[src/rtl/convnet_pkg.sv]
// Shared ConvNet accelerator definitions: width helper, lane slicing helper and
// default pixel geometry constants.
package convnet_pkg;

    localparam int DEF_NIN       = 3;
    localparam int DEF_BIT_WIDTH = 8;

    // Ceiling log2 for constant width computations; clog2(1) = 0.
    function automatic int clog2(input int v);
        int r;
        r = 0;
        for (int i = 0; i < 31; i++) begin
            if ((1 << r) < v) r++;
        end
        return r;
    endfunction

    // LSB position of lane k in a packed pixel vector.
    function automatic int lane_lsb(input int k, input int bw);
        return k * bw;
    endfunction

endpackage

[src/rtl/sync_fifo.sv]
// Synchronous FIFO with occupancy counter and registered rdy (not full) and
// valid (not empty) flags; no write-to-read bypass.
module sync_fifo
    import convnet_pkg::*;
#(
    parameter int WIDTH = 24,
    parameter int DEPTH = 8
) (
    input  logic             clk,
    input  logic             rst_n,
    input  logic             wr_en,
    input  logic [WIDTH-1:0] wr_data,
    output logic             wr_rdy,
    input  logic             rd_en,
    output logic [WIDTH-1:0] rd_data,
    output logic             rd_valid
);

    localparam int AW = clog2(DEPTH);
    localparam int CW = AW + 1;

    logic [WIDTH-1:0] mem [DEPTH];
    logic [AW-1:0]    wr_ptr;
    logic [AW-1:0]    rd_ptr;
    logic [CW-1:0]    count;
    logic [CW-1:0]    count_nxt;
    logic             push;
    logic             pop;

    assign push = wr_en && wr_rdy;
    assign pop  = rd_en && rd_valid;

    always_comb begin
        count_nxt = count;
        if (push && !pop)
            count_nxt = count + 1'b1;
        else if (!push && pop)
            count_nxt = count - 1'b1;
    end

    // Flags are computed from the next occupancy so they are registered yet
    // reflect the state after this edge.
    always_ff @(posedge clk) begin
        if (!rst_n) begin
            wr_ptr   <= '0;
            rd_ptr   <= '0;
            count    <= '0;
            wr_rdy   <= 1'b0;
            rd_valid <= 1'b0;
        end else begin
            if (push) wr_ptr <= wr_ptr + 1'b1;
            if (pop)  rd_ptr <= rd_ptr + 1'b1;
            count    <= count_nxt;
            wr_rdy   <= count_nxt < CW'(DEPTH);
            rd_valid <= count_nxt != '0;
        end
    end

    always_ff @(posedge clk) begin
        if (push) mem[wr_ptr] <= wr_data;
    end

    assign rd_data = mem[rd_ptr];

endmodule

[src/rtl/input_layer_buffer.sv]
// Elastic input stage: buffers raster-order pixels and tags the head pixel with
// row/column/end-of-frame. Define INPUT_LAYER_BUFFER_FRAME_CNT_EN for frame_count.
module input_layer_buffer
    import convnet_pkg::*;
#(
    parameter int Nin        = DEF_NIN,
    parameter int BIT_WIDTH  = DEF_BIT_WIDTH,
    parameter int IMG_WIDTH  = 5,
    parameter int IMG_HEIGHT = 5,
    parameter int FIFO_DEPTH = 8
) (
`ifdef INPUT_LAYER_BUFFER_FRAME_CNT_EN
    output logic [15:0]                  frame_count,
`endif
    input  logic                         clk,
    input  logic                         rst_n,
    input  logic                         input_layer_valid,
    input  logic [Nin*BIT_WIDTH-1:0]     input_layer_data,
    output logic                         input_layer_rdy,
    output logic                         out_valid,
    output logic [Nin*BIT_WIDTH-1:0]     out_data,
    output logic [clog2(IMG_WIDTH)-1:0]  out_col,
    output logic [clog2(IMG_HEIGHT)-1:0] out_row,
    output logic                         out_last,
    input  logic                         out_rdy
);

    localparam int COL_W = clog2(IMG_WIDTH);
    localparam int ROW_W = clog2(IMG_HEIGHT);

    logic pop;
    logic col_end;
    logic row_end;

    sync_fifo #(
        .WIDTH (Nin * BIT_WIDTH),
        .DEPTH (FIFO_DEPTH)
    ) u_fifo (
        .clk      (clk),
        .rst_n    (rst_n),
        .wr_en    (input_layer_valid),
        .wr_data  (input_layer_data),
        .wr_rdy   (input_layer_rdy),
        .rd_en    (out_rdy),
        .rd_data  (out_data),
        .rd_valid (out_valid)
    );

    assign pop      = out_valid && out_rdy;
    assign col_end  = out_col == COL_W'(IMG_WIDTH - 1);
    assign row_end  = out_row == ROW_W'(IMG_HEIGHT - 1);
    assign out_last = out_valid && col_end && row_end;

    // Position follows the read side, so it always describes the head pixel.
    always_ff @(posedge clk) begin
        if (!rst_n) begin
            out_col <= '0;
            out_row <= '0;
        end else if (pop) begin
            if (col_end) begin
                out_col <= '0;
                out_row <= row_end ? '0 : out_row + 1'b1;
            end else begin
                out_col <= out_col + 1'b1;
            end
        end
    end

`ifdef INPUT_LAYER_BUFFER_FRAME_CNT_EN
    always_ff @(posedge clk) begin
        if (!rst_n)
            frame_count <= '0;
        else if (pop && out_last)
            frame_count <= frame_count + 1'b1;
    end
`endif

endmodule

[config.mk]
export PLATFORM = sky130hd
export DESIGN_NAME = input_layer_buffer
export DESIGN_NICKNAME = d
export VERILOG_FILES = /design/src/rtl/convnet_pkg.sv /design/src/rtl/sync_fifo.sv /design/src/rtl/input_layer_buffer.sv
export SDC_FILE = /design/constraint.sdc
export NUM_CORES = 1
export LEC_CHECK = 0
export CORE_MARGIN = 2
export CORE_UTILIZATION = 60
export DETAILED_ROUTE_END_ITERATION = 10
export PLACE_DENSITY = 0.81
export SYNTH_ARGS = -nofsm -noshare
export SYNTH_HDL_FRONTEND = slang
export SYNTH_SLANG_ARGS = --single-unit
[constraint.sdc]
create_clock -name clk -period 7.5 [get_ports clk]
set_clock_uncertainty 0.2 [all_clocks]
set_input_delay 1.5 -clock clk [delete_from_list [all_inputs] [get_ports clk]]
set_output_delay 1.5 -clock clk [all_outputs]
set_load 0.01 [all_outputs]
==> out/qor.txt <==
crit path time final: 4.603 ns
syn_area_per_cell: 20.92 µm²
sw power: 633.9 µW
TNS Setup: 0 ns
# clock sinks: 213
relative slew slack: 0.3630
DRT antenna net count: 0
vias in the first global route: 4223
core box area: 0.01335 mm²
placer congestion estimate: 0.6981
area grow syn2layout: 17.54%
first-pass GRT wire length: 23620 µm
Hold-fix buffers, CTS: 0
DRC Markers: 0
P_int: 2161 µW
Ys Warns: 0
die extent in y: 121.5 µm
RSZ-0062 raised after global routing: no
Post-Syn Area: 0.008283 mm²
CP startpoint kind: flip-flop
TritonCTS clock tree: built
Distinct cells, synth: 38
Worst Path Arrival: 2.90 ns
final worst path period share: 0.6137
Sw Share: 0.2268
wire length per cell: 22.43 µm
Critical Path RT: 5.80 ns
number of fill cells in the layout: 780
post-detail-place hpwl: 8224 µm
Worst Hold Class: reg2reg
syn_nets: 432
layout cells sized above 1: 0.2567
worst-path maximum fanout: 48
PostCTS Resize Cnt: 0
crit path kind: reg2out
via count: 3965
drt pass-1 iters: 4
Routed WL: 14870 µm
maximum VDD drop: 0.0001760 V
final core occ: 0.7294
die footprint: 0.01476 mm²
DRT iter0 DRCs: 346
Starting Density: 0.6205
Final Max Tran Viols: 0
Gate Count Post-Synth: 396
measured slew at the worst slew-check pin: 0.9555 ns
post-route insts no fill: 663
GRT Residual Overflow: 0
antenna cell count: 0
fin nets: 509
final-report setup violation count: 0
pin count of the biggest net entering global routing: 49
total CTS buffers: 21
Seq/Total Area, Yosys: 0.7468
initial antenna violation count: 0
port bufs: 60
Comb pwr share: 0.151
Die W: 121.5 µm
Final Hold Viols: 0
Placed Cells: 626
H-Tree Depth: 1
Cell Pwr Density: 287.1 mW/mm²
Post-CTS Setup Bufs: 0
Max Buffers Root-to-Sink: 3
Worst-path clk slew: 0.06 ns
max-cap violations: 0
mean number of vias per cell: 5.980
share of power burned in registers: 0.503
GRT Util Overall: 0.2154
Worst-Skew Late Latency: 0.48 ns
clock power share: 0.346
Setup crit end kind: output pin
status: finished, final reports clean
leakage power: 0.003129 µW
FP Rows: 42
root buffer cell: clkbuf_16
Max Freq: 217.2 MHz
number of synthesized register bits: 213
Top Ports: 61
-- kinds of logic (layout without fill, tap and decap cells) --
kind of cell / Yosys count / after routing / synth area share
AND/OR/NAND/NOR: 55 / 55 / 0.03369
adder cells (fa/ha/maj): 8 / 8 / 0.01209
flip-flops: 213 / 213 / 0.7468
buffers and inverters: 22 / 113 / 0.01601
multiplexers: 74 / 74 / 0.1710
XOR/XNOR: 5 / 5 / 0.005287
AO/OA/AOI/OAI: 19 / 19 / 0.01511
-- synthesized netlist by cell type --
cell type,n,area (µm²)
o21ai_0,5,25.02
or2_2,1,6.260
a22oi_1,1,7.510
dfxtp_1,21,420.4
ha_1,8,100.1
mux2i_1,2,20.02
nand2_1,14,52.55
a21boi_0,4,30.03
and3_1,3,18.77
nor2_1,10,37.54
xor2_1,1,8.760
nor3_1,2,10.01
nand2b_1,3,18.77
mux4_2,48,1081
a21boi_1,1,7.510
nor3b_1,1,7.510
a211o_1,2,17.52
mux2_4,12,180.2
buf_1,1,3.750
clkbuf_1,4,15.01
xnor2_1,4,35.03
nand3_2,1,10.01
buf_6,1,11.26
o41ai_1,1,8.760
edfxtp_1,192,5766
nand3_1,8,40.04
buf_2,7,35.03
nor2b_1,3,18.77
o22ai_1,1,6.260
inv_1,6,22.52
buf_12,2,40.04
o211ai_1,1,7.510
or3b_1,1,8.760
clkbuf_2,1,5.000
a21oi_1,3,15.01
and2_1,7,43.79
or3_1,1,6.260
mux2_2,12,135.1
-- layout by cell type, fill, tap and decap left out, types with 3 or more instances in the layout --
master | synthesis | layout
nor2b_1 | 3 | 3
a21boi_0 | 4 | 4
nor2_2 | 0 | 6
ha_1 | 8 | 8
xnor2_1 | 4 | 4
nand3_1 | 8 | 8
edfxtp_1 | 192 | 192
mux2_2 | 12 | 12
inv_1 | 6 | 6
a21oi_1 | 3 | 3
nand2_1 | 14 | 14
clkbuf_16 | 0 | 21
mux4_2 | 48 | 48
clkdlybuf4s50_1 | 0 | 60
nand2b_1 | 3 | 3
nor2_1 | 10 | 4
o21ai_0 | 5 | 5
dfxtp_1 | 21 | 19
buf_4 | 0 | 10
and3_1 | 3 | 3
clkbuf_1 | 4 | 5
clkinv_2 | 0 | 6
and2_1 | 7 | 7
mux2_4 | 12 | 12
-- registers in the layout, indices dropped and copies added (netlist names), named ones only --
signal,flops
u_fifo.wr_ptr,3
u_fifo.wr_rdy,1
u_fifo.mem,192
out_row,3
out_col,3
u_fifo.rd_ptr,3
u_fifo.count,4
u_fifo.rd_valid,1
-- final timing paths --
| kind | startpoint | endpoint | slack, ns | cells after the start |
|---|---|---|---|---|
| setup / recovery | flip-flop | out_data[0] | 2.90 | 3 |
| hold / removal | u_fifo.rd_ptr[1]$_SDFFE_PN0P_ | flip-flop | 0.30 | 2 |
| setup reg to reg | u_fifo.wr_rdy$_SDFF_PN0_ | u_fifo.mem[6][23]$_DFFE_PP_ | 5.02 | 4 |
| hold reg to reg | u_fifo.rd_ptr[1]$_SDFFE_PN0P_ | flip-flop | 0.30 | 2 |
-- critical path, cell delays in order, from the launching register on --
cell and delay [ns]:
dfxtp_4 0.99, mux4_2 0.63, mux2_4 0.30, clkdlybuf4s50_1 0.48
-- power groups by stage --
stage | Combinational (µW) | Sequential [µW] | Clock, µW
2_1_floorplan | 316 | 1390 | 0
3_3_place_gp | 406 | 1430 | 0
3_5_place_dp | 421 | 1430 | 0
4_1_cts | 426 | 1410 | 985
5_1_grt | 453 | 1420 | 1030
6_report | 422 | 1410 | 967
-- through the flow --
stage	setup WS (ns)	total power [µW]	area, µm²	hold WS [ns]
3_3_place_gp	3.388	1835	9099	0.2711
4_1_cts	2.833	2819	9736	0.3025
3_5_place_dp	3.372	1853	9099	0.2942
5_1_grt	2.702	2898	9736	0.3413
2_1_floorplan	3.253	1702	8283	0.2667
6_report	2.897	2795	9736	0.3027
-- routing by layer --
layer  vias up  GRT usage  wire (µm)
met2       131     0.3789       7781
met5         -          0          0
met1      2054     0.2798       5968
met4         0    0.06034        303
met3        27    0.03712        819
li1       1753          -          -
-- cell type report --
type / instances / area (µm²) / area share
Tap cell: 176 / 220.2 / 0.02262
Timing Repair Buffer: 70 / 675.6 / 0.06940
Inverter: 6 / 22.52 / 0.002313
Clock buffer: 27 / 558.0 / 0.05732
Clock inverter: 10 / 78.83 / 0.008097
Sequential cell: 213 / 6191 / 0.6359
Multi-Input combinational cell: 161 / 1989 / 0.2043
Power figures use the tool's default switching activity.
==> RTL edit 1 (same flow settings) <==
The option `INPUT_LAYER_BUFFER_FRAME_CNT_EN` is turned on by a define.
--- a/src/rtl/input_layer_buffer.sv
+++ b/src/rtl/input_layer_buffer.sv
@@ -1,5 +1,7 @@
 // Elastic input stage: buffers raster-order pixels and tags the head pixel with
 // row/column/end-of-frame. Define INPUT_LAYER_BUFFER_FRAME_CNT_EN for frame_count.
+`define INPUT_LAYER_BUFFER_FRAME_CNT_EN
+
 module input_layer_buffer
     import convnet_pkg::*;
 #(
Behaviour (old outputs only; new: frame_count): unchanged (Yosys induction, for registers that start in step).
==> RTL edit 1 against the original RTL <==
Area after synthesis up 8.0%; sequential cell count up 16; worst setup slack got worse by 0.061 ns; power up 4.1%; die area is 7.7% higher; count of clock-buffer cells in the layout did not move; sequential share of layout area is 2.2 points lower; highest routed layer unchanged; design area is 9.0% higher; combinational power is essentially flat; final cell count is 16% higher; clock power up 3.2%; register-to-register slack better by 0.18 ns; critical endpoint is now out_data[2]; routed wire length is 12% higher.
==> RTL edit 1: results (changes against the original RTL) <==
status finished, final reports clean; Synth Area in Compound Gates 1.87% (+0.36 points); met3 routed WL 1270 µm (+55%); post_cts resized 0 (unchanged); placed cell count 727 (+16%); # nets final 604 (+19%); worst-case clock buffer depth 3 (unchanged); Routed met2 length 8450 µm (+8.6%); Total GRT Usage 21.6% (+0.043 points); Seq pwr share 51.2% (+0.9 points); pre-CTS WS 3.36 ns (-0.00828 ns); TritonRoute pass-1 iters 5 (+1); Synth Net Count 514 (+19%); power share of the clock group 34.3% (-0.3 points); Placement Cell Area 9960 µm² (+9.5%); vias in the first global route 4979 (+18%); largest cells by area after synthesis edfxtp_1, mux4_2, dfxtp_1; Post-synth top cells edfxtp_1, mux4_2, dfxtp_1, mux2_2, nand2_1; Post-Synth XOR/XNOR Area 1.86% (+1.3 points); hpwl dp 9090 µm (+11%); Internal 2240 µW (+3.6%); final setup fails 0 (unchanged); clk_lat worst skew 0.49 ns; met3 Use GR 5.18% (+1.5 points); biggest regs u_fifo.mem x192, frame_count x16, u_fifo.count x4; Worst IR Drop VDD 0.000194 V (+10%); grt met2 use 37.5% (-0.41 points); hold crit path type register to register; CP Data Arrival Time 2.96 ns (+0.06 ns); violation count after the first detailed-route iteration 383 (+11%); Metal-1 WL 6590 µm (+10%); total power 2910 µW (+4.1%); Avg Cell Area, Syn 18.8 µm² (-10%); post-synthesis cell type count 39 (+2.6%); portion of netlist area occupied by mux cells 15.2% (-1.9 points); Seq/Total Area, Yosys 72.7% (-2.0 points); fraction of layout cells with a size suffix above 1 21.6% (-4.1 points); M1 GR Usage 27.2% (-0.81 points); Layout Cells excl Fill 767 (+16%); drt via density 5.97 (-0.13%); first-pass GRT wire length 26400 µm (+12%); max incr delay on CP 0.97 ns (-0.02 ns); Synth Area in Adders 1.26% (+0.050 points); initial antenna violation count 0 (unchanged); Worst slew margin 32.8% (-3.5 points); # fillers 867 (+11%); CTS Buf Count 22 (+4.8%); final core occ 73.0% (about the same); Wirelength per Cell 21.7 µm (-3.1%); global placement routability congestion 0.792 (+14%); port bufs 76 (+27%)
## RTL edit 1: changes by cell type after synthesis, sizes merged, moves of 3 or more
cell    delta
a21boi     +3
and2      +15
and3       +3
buf        -4
clkbuf     +8
dfxtp     +16
nand2      +9
nand4      +4
nor3       +3
or3        +3
xnor2      +8
xor2       +6
## RTL edit 1: path summary, 6_finish.rpt
kind              slack, ns                            to  depth (start not counted)                     from
setup reg to reg       5.20  frame_count[12]$_SDFFE_PN0P_                          7  out_col[0]$_SDFFE_PN0P_
hold reg to reg        0.31       out_col[1]$_SDFFE_PN0P_                          2  out_col[1]$_SDFFE_PN0P_
hold / removal         0.31       out_col[1]$_SDFFE_PN0P_                          2  out_col[1]$_SDFFE_PN0P_
setup / recovery       2.84                   out_data[2]                          3                 register
## RTL edit 1: final cells by class
| type | instances | area share, % |
|---|---|---|
| Inverter | 7 | 0.248 |
| Clock inverter | 13 | 0.543 |
| Clock buffer | 27 | 5.57 |
| Tap cell | 184 | 2.17 |
| Sequential cell | 229 | 61.4 |
| Timing Repair Buffer | 86 | 7.88 |
| Multi-Input combinational cell | 221 | 22.2 |
## RTL edit 1: cells by family (layout without fill, tap and decap cells)
logic type / Yosys count / in the layout
muxes: 73 / 73
adders and majority gates: 9 / 9
xor gates and xnor gates: 19 / 19
buffers and inverters: 27 / 133
DFF: 229 / 229
AOI/OAI and AO/OA: 25 / 25
and+or+nand+nor: 95 / 95
## RTL edit 1: worst reg2reg max path, delay by kind of cell (launching register included)
family	cells	cell delay, ns
and+or+nand+nor	4	1.22
adders and majority gates	1	0.22
buffers and inverters	1	0.09
DFF	1	0.33
xor gates and xnor gates	1	0.13
==> RTL edit 2 (same flow settings) <==
Made on the original files. The parameter `FIFO_DEPTH` goes from 8 to 4.
--- a/src/rtl/input_layer_buffer.sv
+++ b/src/rtl/input_layer_buffer.sv
@@ -7,7 +7,7 @@
     parameter int BIT_WIDTH  = DEF_BIT_WIDTH,
     parameter int IMG_WIDTH  = 5,
     parameter int IMG_HEIGHT = 5,
-    parameter int FIFO_DEPTH = 8
+    parameter int FIFO_DEPTH = 4
 ) (
 `ifdef INPUT_LAYER_BUFFER_FRAME_CNT_EN
     output logic [15:0]                  frame_count,
Formal check against the unedited RTL: not equivalent (Yosys sat finds a counterexample within 10 cycles, from zero or initial values and one cycle with rst_n low).
==> RTL edit 2 against the original RTL <==
Worst hold slack improved by 0.015 ns; critical path depth fell by 1; area after synthesis shrank 46%; power shrank 37%; sequential cell count is 100 lower; routed wire length fell by 43%; clock power is 28% lower; worst setup slack better by 0.32 ns; via count fell by 40%; design area shrank 42%; critical endpoint is now out_data[18].
==> RTL edit 2: results (changes against the original RTL) <==
Yosys Warn Count 0 (unchanged); Worst IR Drop VDD 0.000183 V (+3.9%); H-tree depth 4 (+3); largest fanout on the critical path 24 (-50%); Post-synth EDFFs 96 (-50%); global placement routability congestion 0.753 (+7.8%); Sw Ratio 24.5% (+1.9 points); fraction of layout cells with a size suffix above 1 19.6% (-6.1 points); violation count after the first detailed-route iteration 157 (-55%); Root Driver clkbuf_8; hpwl dp 4780 µm (-42%); # fillers 402 (-48%); Slowest-stage cell, CP dfxtp_2; Post-synth top cells edfxtp_1, mux4_2, dfxtp_1, ha_1, nand2_1; clk_lat worst skew 0.50 ns (+0.02 ns); placed cell count 384 (-39%); drt via density 5.69 (-4.9%); Largest register FFs 96 (-50%); CP Data Arrival Time 2.58 ns (-0.32 ns); Wirelength per Cell 20.5 µm (-8.6%); Placement Cell Area 5110 µm² (-44%); status finished, final reports clean; # nets final 342 (-33%); Seq/Total Area, Yosys 72.6% (-2.1 points); post-synthesis cell type count 35 (-7.9%); max incr delay on CP 0.92 ns (-0.07 ns); vias in the first global route 2391 (-43%); largest cells by area after synthesis edfxtp_1, mux4_2, dfxtp_1; slew at the pin closest to its max-slew limit 0.904 ns (-0.0518 ns); P_leak 0.00191 µW (-39%); worst-case clock buffer depth 2 (-1)
## RTL edit 2: cell count changes in the layout (fill, tap and decap cells not counted), moves of 3 or more
cell / delta
edfxtp_1: -96
mux4_2: -24
mux2_4: -12
mux2_2: -11
nor2_2: -6
buf_4: -5
clkbuf_16: -5
nand2_1: -5
o21ai_0: -4
clkbuf_1: -3
dfxtp_1: -3
nand2b_1: -3
## RTL edit 2: logic make-up after synthesis
logic type                 share of synthesized area [%]
xor gates and xnor gates                            1.38
DFF                                                 72.6
adders and majority gates                           2.82
muxes                                               12.9
AOI/OAI and AO/OA                                   2.03
buffers and inverters                               2.65
and+or+nand+nor                                     5.61
## RTL edit 2: layer usage
layer	vias up	wire length, µm	GRT usage, %
met1	1199	3550	31.0
met4	0	105	8.21
li1	1054	-	-
met3	9	556	7.96
met5	-	0	0
met2	105	4320	35.5
## RTL edit 2: power groups by stage
stage	Clock, µW	Combinational, µW	Sequential (µW)
final	692	292	779
after floorplan	0	201	757
after global routing	733	311	786
after detailed placement	0	288	790
after CTS	700	295	781
after global placement	0	280	788
## RTL edit 2: worst register-to-register path: cells and delay by family, from the launching register on
| kind | cells | cell delay (ns) |
|---|---|---|
| AND/OR/NAND/NOR | 1 | 0.54 |
| flip-flops | 1 | 0.51 |
| buffers and inverters | 1 | 0.38 |
## RTL edit 2: worst paths after layout
path                                 start  depth (start not counted)                          end  slack (ns)
hold / removal     out_col[1]$_SDFFE_PN0N_                          2      out_col[1]$_SDFFE_PN0N_        0.32
setup / recovery                  register                          2                 out_data[18]        3.22
setup reg to reg  u_fifo.wr_rdy$_SDFF_PN0_                          2  u_fifo.mem[1][10]$_DFFE_PP_        5.53
hold reg to reg    out_col[1]$_SDFFE_PN0N_                          2      out_col[1]$_SDFFE_PN0N_        0.32
## RTL edit 2: per-stage QoR
step                      setup WS [ns]  utilization, %  power, µW
after floorplan                    4.60               -        957
after global placement             3.73            70.9       1070
after detailed placement           3.74            70.9       1080
after CTS                          3.12            78.1       1780
after global routing               3.04            78.1       1830
final                              3.22            78.1       1760
## RTL edit 2: area by class of cell
cell class,count,area share [%]
timing repair buffer,65,11.3
multi-input combinational,99,19.5
inverter,8,0.533
sequential,113,57.3
clock inverter,13,1.71
tap,99,2.20
clock buffer,19,7.49
